--- config.mk ---
export PLATFORM = sky130hd
export DESIGN_NAME = axis_packet_filter_gate
export DESIGN_NICKNAME = d
export VERILOG_FILES = /design/src/rtl/axis_packet_filter_pkg.sv /design/src/rtl/axis_skid_buffer.sv /design/src/rtl/axis_packet_filter_gate.sv
export SDC_FILE = /design/constraint.sdc
export NUM_CORES = 2
export LEC_CHECK = 0
export ABC_CLOCK_PERIOD_IN_PS = 5800
export BUFFER_PORTS_ARGS = -buffer_cell sky130_fd_sc_hd__buf_2
export CORE_AREA = 2 2 526 528
export CTS_CLUSTER_SIZE = 28
export DETAILED_ROUTE_END_ITERATION = 7
export DIE_AREA = 0 0 528 530
export SLEW_MARGIN = 10
export SYNTH_ARGS = -nofsm -noshare
export SYNTH_HDL_FRONTEND = slang
export SYNTH_SLANG_ARGS = --single-unit
--- constraint.sdc ---
create_clock -name clk -period 5.8 [get_ports clk]
set_clock_uncertainty 0.1 [all_clocks]
set_input_delay 1.45 -clock clk [delete_from_list [all_inputs] [get_ports clk]]
set_output_delay 1.45 -clock clk [all_outputs]
set_load 0.02 [all_outputs]
--- src/rtl/axis_packet_filter_pkg.sv ---
// Shared types for the packet filter gate: gate FSM states and default sideband width.
package axis_packet_filter_pkg;

    typedef enum logic [1:0] {
        IDLE = 2'd0,
        PASS = 2'd1,
        DROP = 2'd2
    } gate_state_t;

    // Default tuser layout is {dst, src, size}, 16 bits each.
    localparam int unsigned DEFAULT_USER_WIDTH = 48;

endpackage

--- src/rtl/axis_skid_buffer.sv ---
// Two-entry registered AXIS slice.
// Ports: clk, rst (sync, active-high); s_valid/s_data/s_ready upstream side;
//        m_valid/m_data/m_ready downstream side (m_* are register outputs).
// Accepts a beat whenever fewer than two are held, so full throughput is
// sustained while m_ready stays high; m_data is the head entry, skid_q the second.
module axis_skid_buffer #(
    parameter int unsigned W = 8
) (
    input  logic         clk,
    input  logic         rst,
    input  logic         s_valid,
    input  logic [W-1:0] s_data,
    output logic         s_ready,
    output logic         m_valid,
    output logic [W-1:0] m_data,
    input  logic         m_ready
);

    logic [1:0]   count;
    logic [1:0]   count_nxt;
    logic [W-1:0] skid_q;
    logic         push;
    logic         pop;

    assign s_ready = (count < 2'd2);
    assign push    = s_valid && s_ready;
    assign pop     = m_valid && m_ready;

    always_comb begin
        count_nxt = count + {1'b0, push} - {1'b0, pop};
    end

    // Head register refills from the skid entry first, then from the input.
    always_ff @(posedge clk) begin
        if (rst) begin
            count   <= 2'd0;
            m_valid <= 1'b0;
            m_data  <= '0;
            skid_q  <= '0;
        end else begin
            count   <= count_nxt;
            m_valid <= (count_nxt != 2'd0);
            if (pop) begin
                if (count == 2'd2) begin
                    m_data <= skid_q;
                end else if (push) begin
                    m_data <= s_data;
                end
            end else if (push) begin
                if (count == 2'd0) begin
                    m_data <= s_data;
                end else begin
                    skid_q <= s_data;
                end
            end
        end
    end

endmodule

--- src/rtl/axis_packet_filter_gate.sv ---
// Per-packet allow/deny gate between the classifier and egress AXIS.
// Ports: clk, rst (sync, active-high); s_axis_* ingress stream; dec_valid/
//        dec_allow/dec_ready decision push; cfg_bypass forwards everything
//        without consuming decisions; m_axis_* egress stream (registered via a
//        2-entry skid buffer); cnt_in/cnt_pass/cnt_drop packet counters;
//        dec_level number of queued decisions.
module axis_packet_filter_gate
    import axis_packet_filter_pkg::*;
#(
    parameter int unsigned DATA_WIDTH = 512,
    parameter int unsigned KEEP_WIDTH = DATA_WIDTH / 8,
    parameter int unsigned USER_WIDTH = DEFAULT_USER_WIDTH,
    parameter int unsigned DEC_DEPTH  = 8,
    parameter int unsigned CNT_WIDTH  = 32
) (
    input  logic                        clk,
    input  logic                        rst,
    input  logic                        s_axis_tvalid,
    input  logic [DATA_WIDTH-1:0]       s_axis_tdata,
    input  logic [KEEP_WIDTH-1:0]       s_axis_tkeep,
    input  logic                        s_axis_tlast,
    input  logic [USER_WIDTH-1:0]       s_axis_tuser,
    output logic                        s_axis_tready,
    input  logic                        dec_valid,
    input  logic                        dec_allow,
    output logic                        dec_ready,
    input  logic                        cfg_bypass,
    output logic                        m_axis_tvalid,
    output logic [DATA_WIDTH-1:0]       m_axis_tdata,
    output logic [KEEP_WIDTH-1:0]       m_axis_tkeep,
    output logic                        m_axis_tlast,
    output logic [USER_WIDTH-1:0]       m_axis_tuser,
    input  logic                        m_axis_tready,
    output logic [CNT_WIDTH-1:0]        cnt_in,
    output logic [CNT_WIDTH-1:0]        cnt_pass,
    output logic [CNT_WIDTH-1:0]        cnt_drop,
    output logic [$clog2(DEC_DEPTH):0]  dec_level
);

    localparam int unsigned AW = $clog2(DEC_DEPTH);
    localparam int unsigned PW = AW + 1;
    localparam int unsigned SW = DATA_WIDTH + KEEP_WIDTH + 1 + USER_WIDTH;

    gate_state_t          state;
    logic [DEC_DEPTH-1:0] dec_mem;
    logic [PW-1:0]        wr_ptr;
    logic [PW-1:0]        rd_ptr;
    logic                 fifo_empty;
    logic                 fifo_full;
    logic                 fifo_head;
    logic                 dec_push;
    logic                 dec_pop;
    logic                 eff_allow;
    logic                 start_ok;
    logic                 in_hs;
    logic                 first_hs;
    logic                 skid_valid;
    logic                 skid_ready;
    logic [SW-1:0]        skid_in;
    logic [SW-1:0]        skid_out;

    // Decision FIFO status; pointers carry one extra bit to tell full from empty.
    assign dec_level  = wr_ptr - rd_ptr;
    assign fifo_empty = (dec_level == '0);
    assign fifo_full  = (dec_level == PW'(DEC_DEPTH));
    assign fifo_head  = dec_mem[rd_ptr[AW-1:0]];
    assign dec_ready  = !fifo_full;
    assign dec_push   = dec_valid && dec_ready;

    assign eff_allow  = cfg_bypass | fifo_head;
    assign start_ok   = cfg_bypass | !fifo_empty;

    // Ingress ready; a drop start needs no skid space since nothing is forwarded.
    always_comb begin
        s_axis_tready = 1'b0;
        case (state)
            IDLE:    s_axis_tready = start_ok && (eff_allow ? skid_ready : 1'b1);
            PASS:    s_axis_tready = skid_ready;
            DROP:    s_axis_tready = 1'b1;
            default: s_axis_tready = 1'b0;
        endcase
        if (rst) begin
            s_axis_tready = 1'b0;
        end
    end

    assign in_hs      = s_axis_tvalid && s_axis_tready;
    assign first_hs   = in_hs && (state == IDLE);
    assign dec_pop    = first_hs && !cfg_bypass;
    assign skid_valid = in_hs && ((state == PASS) || ((state == IDLE) && eff_allow));
    assign skid_in    = {s_axis_tdata, s_axis_tkeep, s_axis_tlast, s_axis_tuser};

    // Gate FSM, decision pointers and packet counters.
    always_ff @(posedge clk) begin
        if (rst) begin
            state    <= IDLE;
            wr_ptr   <= '0;
            rd_ptr   <= '0;
            cnt_in   <= '0;
            cnt_pass <= '0;
            cnt_drop <= '0;
        end else begin
            if (dec_push) begin
                wr_ptr <= wr_ptr + PW'(1);
            end
            if (dec_pop) begin
                rd_ptr <= rd_ptr + PW'(1);
            end
            if (in_hs) begin
                case (state)
                    IDLE: begin
                        if (!s_axis_tlast) begin
                            state <= eff_allow ? PASS : DROP;
                        end
                    end
                    default: begin
                        if (s_axis_tlast) begin
                            state <= IDLE;
                        end
                    end
                endcase
            end
            if (first_hs) begin
                cnt_in <= cnt_in + CNT_WIDTH'(1);
                if (eff_allow) begin
                    cnt_pass <= cnt_pass + CNT_WIDTH'(1);
                end else begin
                    cnt_drop <= cnt_drop + CNT_WIDTH'(1);
                end
            end
        end
    end

    // Decision storage needs no reset; pointers define validity.
    always_ff @(posedge clk) begin
        if (dec_push && !rst) begin
            dec_mem[wr_ptr[AW-1:0]] <= dec_allow;
        end
    end

    axis_skid_buffer #(
        .W (SW)
    ) u_skid (
        .clk     (clk),
        .rst     (rst),
        .s_valid (skid_valid),
        .s_data  (skid_in),
        .s_ready (skid_ready),
        .m_valid (m_axis_tvalid),
        .m_data  (skid_out),
        .m_ready (m_axis_tready)
    );

    assign {m_axis_tdata, m_axis_tkeep, m_axis_tlast, m_axis_tuser} = skid_out;

endmodule

# Yosys cells after proc, flatten, opt, wreduce, memory -nomap -nowiden
# Index checks and enable logic that the tools add are counted.
[classes]
eq_ne = 5
muxes = 17
n_reduce_logical = 29
n_bitwise = 5
add_sub_neg = 8
magnitude_cmp = 4
[op_table]
columns = ["operator", "n"]
rows = [
  ["$mux 625", 5],
  ["$add 32x1->32 const B", 3],
  ["$logic_and 1x1->1", 11],
  ["$reduce_bool 2->1", 5],
  ["$reduce_and 3->1", 3],
  ["$add 4x1->4 const B", 2],
  ["$bwmux 8", 1],
  ["$lt 3x4->1 const B", 2],
  ["$mux 2", 4],
  ["$eq 2x2->1 const B", 2],
  ["$eq 4x4->1 const B", 1],
  ["$logic_not 1->1", 4],
  ["$logic_not 2->1", 2],
  ["$logic_not 4->1", 1],
  ["$mux 1", 4],
  ["$reduce_and 2->1", 2],
  ["$sub 4x4->4", 1],
  ["$bmux 1 s3", 1],
  ["$demux 1 s3", 1],
  ["$ge 3x1->1 const B", 1],
  ["$not 1->1", 3],
  ["$pmux 1 s3", 1],
  ["$add 2x1->2", 1],
  ["$eq 2x1->1 const B", 1],
  ["other kinds (5)", 6],
]
[word_totals]
input_bits = 632
word_cells = 79
register_bits = 1367

# Logic depth before layout (Yosys ltp)
[depth]
ltp_word = 13
ltp_mapped = 15
depth_no_buf = 12

# Cells and area by module
# From an unflattened synthesis, not the netlist that was laid out.
[hier_totals]
cells_unflattened = 6331
hier_area_um2 = 58237.1
[by_module_without_submodules]
columns = ["mod", "n_inst", "cells_per_inst", "area_each_um2", "seq_area_each_um2"]
rows = [
  ["axis_skid_buffer", 1, 5579, 51768.4, 25084.1],
  ["axis_packet_filter_gate", 1, 752, 6468.7, 2362.3],
]

# Worst setup path after synthesis
# Ideal clock, no wire load.
[synth_timing]
path_type = "input port to output port"
startpoint = "input cfg_bypass"
endpoint = "output s_axis_tready"
arrival_ns = 2.917
cell_stages = 7
path_slack_ns = 1.333
path_cell_list = "nor3_1 -> or4b_1 -> buf_2 -> o31ai_4 -> buf_2 -> buf_4 -> a21oi_1"
[synth_between]
elab_chain_len = 5
[synth_lines]
columns = ["element", "line", "source"]
rows = [
  ["start, declared", "axis_packet_filter_gate.sv:27", "input logic cfg_bypass,"],
  ["$or 1x1->1", "axis_packet_filter_gate.sv:70", "assign eff_allow = cfg_bypass | fifo_head;"],
  ["$mux 1", "axis_packet_filter_gate.sv:77", "IDLE: s_axis_tready = start_ok && (eff_allow ? skid_ready : 1'b1);"],
  ["$logic_and 1x1->1 *", "axis_packet_filter_gate.sv:77", ""],
  ["$pmux 1 s3 *", "axis_packet_filter_gate.sv:76", "case (state)"],
  ["$mux 1 *", "axis_packet_filter_gate.sv:82", "if (rst) begin"],
  ["end, declared", "axis_packet_filter_gate.sv:23", "output logic s_axis_tready,"],
]
# Mark *: on every way between the ends. The rest lies on a longest branch, timed or not.

# Final worst setup path
[layout_timing]
startpoint = "register rd_ptr[0]"
endpoint = "output s_axis_tready"
[layout_between]
elab_chain_len = 7
[layout_lines]
columns = ["element", "line", "source"]
rows = [
  ["start, declared", "axis_packet_filter_gate.sv:47", "logic [PW-1:0] rd_ptr;"],
  ["start signal, assigned", "axis_packet_filter_gate.sv:107", "rd_ptr <= rd_ptr + PW'(1);"],
  ["$sub 4x4->4 / $bmux 1 s3 (equally long branches)", "axis_packet_filter_gate.sv:63, axis_packet_filter_gate.sv:66", ""],
  ["$logic_not 4->1 / $mux 1 (equally long branches)", "axis_packet_filter_gate.sv:64, axis_packet_filter_gate.sv:66", ""],
  ["$logic_not 1->1 / $or 1x1->1 (equally long branches)", "axis_packet_filter_gate.sv:71, axis_packet_filter_gate.sv:70", ""],
  ["$or 1x1->1 / $mux 1 (equally long branches)", "axis_packet_filter_gate.sv:71, axis_packet_filter_gate.sv:77", ""],
  ["$logic_and 1x1->1 *", "axis_packet_filter_gate.sv:77", ""],
  ["$pmux 1 s3 *", "axis_packet_filter_gate.sv:76", ""],
  ["$mux 1 *", "axis_packet_filter_gate.sv:82", ""],
]
# Mark *: on every way between the ends. The rest lies on a longest branch, timed or not. The select of a mux whose other input is x is not followed.

==> reports/metrics.cfg <==
[timing]
worst_slack_ps=564
drv_slew=0
finalCriticalPeriod_ps=5240
rsz0062_at_grt=false
max_freq_mhz=191
worstMarginPinSlew_ps=1110
max-slew-margin-rel=0.252
post-route-period-util=0.903
setup_violations=0
fin_tns_setup_ps=0
finalHoldViolations=0

[worst_setup_path]
cp-start-kind=register
end_kind=primary output
crit_required_ps=4250
crit_buf_inv=2
r2r_slack_ps=1270
rr_worst_depth=11
crit_chain=ha_1, inv_1, fa_1, xor2_1, or4b_1, o31ai_4, a21oi_1, buf_2
cpPeakStageDelay_ps=680
arrival_ps=3690
crit_slowest_cell=or4b_1
worstPathMaxFanout=9
r2r_start=rd_ptr[0]
crit_type=reg2out
timing.rr.end=u_skid.m_data[28]
path_delay_family=simple AND/OR/NAND/NOR gates

[die]
rows=193
core_area_mm2=0.275
die_y_um=530
start_util=0.227
die_w_um=528
die_area_mm2=0.280
ios=1360

[yosys]
syn-num-nets=7635
synth_area_leaders=dfxtp_1 44%, mux2i_1 10%, a211oi_1 7.5%
synth.distinct_cells=67
yosysWarnings=0
synth_enable_flop_cells=8
async_reset_ff_frac=0
synth_commonest_cells=1359 x dfxtp_1, 1220 x inv_1, 706 x nand2_1, 627 x mux2i_1, 625 x a211oi_1
yosysTopAreaCell=dfxtp_1
seq_area_frac_synth=0.439
synthesis.area_mm2=0.0625
syn_area_per_cell_um2=8.93
ys_ff_latch=1367
ys.flop_type=dfxtp_1
synth.most_common_cell=dfxtp_1
syn_inst=6992
yosys.area.top_type_share=0.435

[cells_and_area]
multiInputGateArea_mm2=0.0274
stdcell_count=11800
fin_nets=8713
drive_above_1_share=0.259
fillers=29400
syn2layout_area_growth_pct=24.6
register_area_mm2=0.0274

[clocking]
cts_root_buffer=clkbuf_16
cts_max_level=4
cts_resized=0
postCtsHoldBufs=0
path_clk_slew_ps=60
cts_tree=done
cts.sinks=1367
cts_setup_buffers=0
clockBufferDepth=4
numCtsBuffers=160
clock_latency_ps=820

[pwr]
leakage_nw=35.5
pwr-share-seq=0.376
pwr-share-comb=0.305
clkPwrFrac=0.319
power.switching_w=0.0118
pwr_density_cell_mw_per_mm2=405
swShare=0.374
vdd_drop_max_mv=0.309
p_int_w=0.0197

[grt]
grt_pass1_wl_mm=361
track_usage=0.171
grt_max_degree=127
antenna_found_initial=92
grt_pass1_vias=51400
overflow=0

[placed_design]
dpl.hpwl_mm=189
pre_cts_ws_ps=1090
gp_congestion=0.926
placedCellCount=11500
io_buffers=1359

[detailed_routing]
drt.antenna.violating_nets=0
drt_pass1_iterations=5
vias=55800
avgViaCountPerCell=4.71
routedWlPerCell_um=21.5
drc=0
drtIter0Drc=4330
drt_wl_total_mm=255

[hold_path]
hold_path_depth=2
hold_path_class=reg2reg
holdPathEnd=u_skid.skid_q[272]
hp-start=u_skid.skid_q[272]

[flow_run]
cap_viol_max_count=0

[outcome]
status=finished, final reports clean

[placed cells by master, fill, tap and decap left out, types with 6 or more instances in the layout]
master	count
inv_1	1220
and4_1	8
nand4b_1	10
nand4_1	47
nor2_1	607
o41ai_1	17
buf_12	36
a221oi_1	325
nand2_1	705
nor3_1	20
nand3_1	45
ha_1	10
clkbuf_1	39
a21oi_1	93
a221oi_2	301
a211oi_1	625
nor2b_1	15
and3_1	63
dfxtp_1	1359
o31ai_1	64
diode_2	51
buf_4	146
mux2i_1	627
or2_2	6
mux2_2	10
clkinv_2	15
nor4_1	14
or3_1	11
o21ai_0	13
or4_1	72
edfxtp_1	8
clkbuf_16	160
buf_2	1358
clkbuf_8	33
[routing by layer]
| layer | GRT usage | routed length, um | vias up |
|---|---|---|---|
| met5 | 0 | 460 | - |
| met4 | 0.0635 | 9820 | 66 |
| met3 | 0.0567 | 23900 | 452 |
| met2 | 0.268 | 113000 | 2175 |
| met1 | 0.217 | 107000 | 26600 |
| li1 | - | - | 26400 |
[power by group through the flow]
| stage | Combinational, W | Clock (W) | Sequential (W) |
|---|---|---|---|
| after floorplan | 0.00506 | 0 | 0.0131 |
| after global placement | 0.00960 | 0 | 0.0120 |
| after detailed placement | 0.00965 | 0 | 0.0120 |
| after CTS | 0.00967 | 0.0103 | 0.0118 |
| after global routing | 0.0103 | 0.0107 | 0.0120 |
| final | 0.00962 | 0.0101 | 0.0118 |
[how the worst max path moves through the flow]
stage | start | end | slack, ps | cells past startpoint
CTS | rd_ptr[0] | s_axis_tready | 520 | 8
global route | rd_ptr[0] | s_axis_tready | 360 | 8
detailed placement | cfg_bypass | s_axis_tready | 1090 | 6
floorplan | cfg_bypass | s_axis_tready | 1330 | 7
finish | rd_ptr[0] | s_axis_tready | 560 | 8
global placement | cfg_bypass | s_axis_tready | 1190 | 6
[registers in the layout, indices dropped and copies added, names as in the netlist]
signal,count
cnt_drop,32
cnt_in,32
cnt_pass,32
dec_mem,8
rd_ptr,4
state,2
u_skid.count,2
u_skid.m_data,625
u_skid.m_valid,1
u_skid.skid_q,625
wr_ptr,4
[metrics by stage]
step	power, W	utilization	hold slack (ps)	cell area (um2)
final	0.0315	0.283	352	77800
after global routing	0.0330	0.283	366	77700
after CTS	0.0318	0.283	352	77700
after detailed placement	0.0217	0.264	343	72600
after global placement	0.0216	0.264	338	72600
after floorplan	0.0182	-	330	62500
[cells by family after synthesis]
group           after synthesis  share of synthesized area
simple gates               1656                      0.115
mux                         642                      0.103
xor+xnor                      6                   0.000841
buf+inv                    1846                      0.124
fa+ha+maj                    11                    0.00232
flops                      1367                      0.439
compound gates             1464                      0.216
[worst min-delay path: stages, from the launching register on]
cell and delay, ps:
dfxtp_1 300, nand2_1 50, mux2i_1 50
[layout make-up]
| type | instances | area share |
|---|---|---|
| clock buffers | 232 | 0.0592 |
| diodes | 51 | 0.00164 |
| flip-flops and latches | 1367 | 0.353 |
| well taps | 3607 | 0.0580 |
| multi-input cells | 3779 | 0.352 |
| repair buffers | 1541 | 0.111 |
| clock inverters | 40 | 0.00643 |
| inverters | 1221 | 0.0590 |
Power figures use the tool's default switching activity.
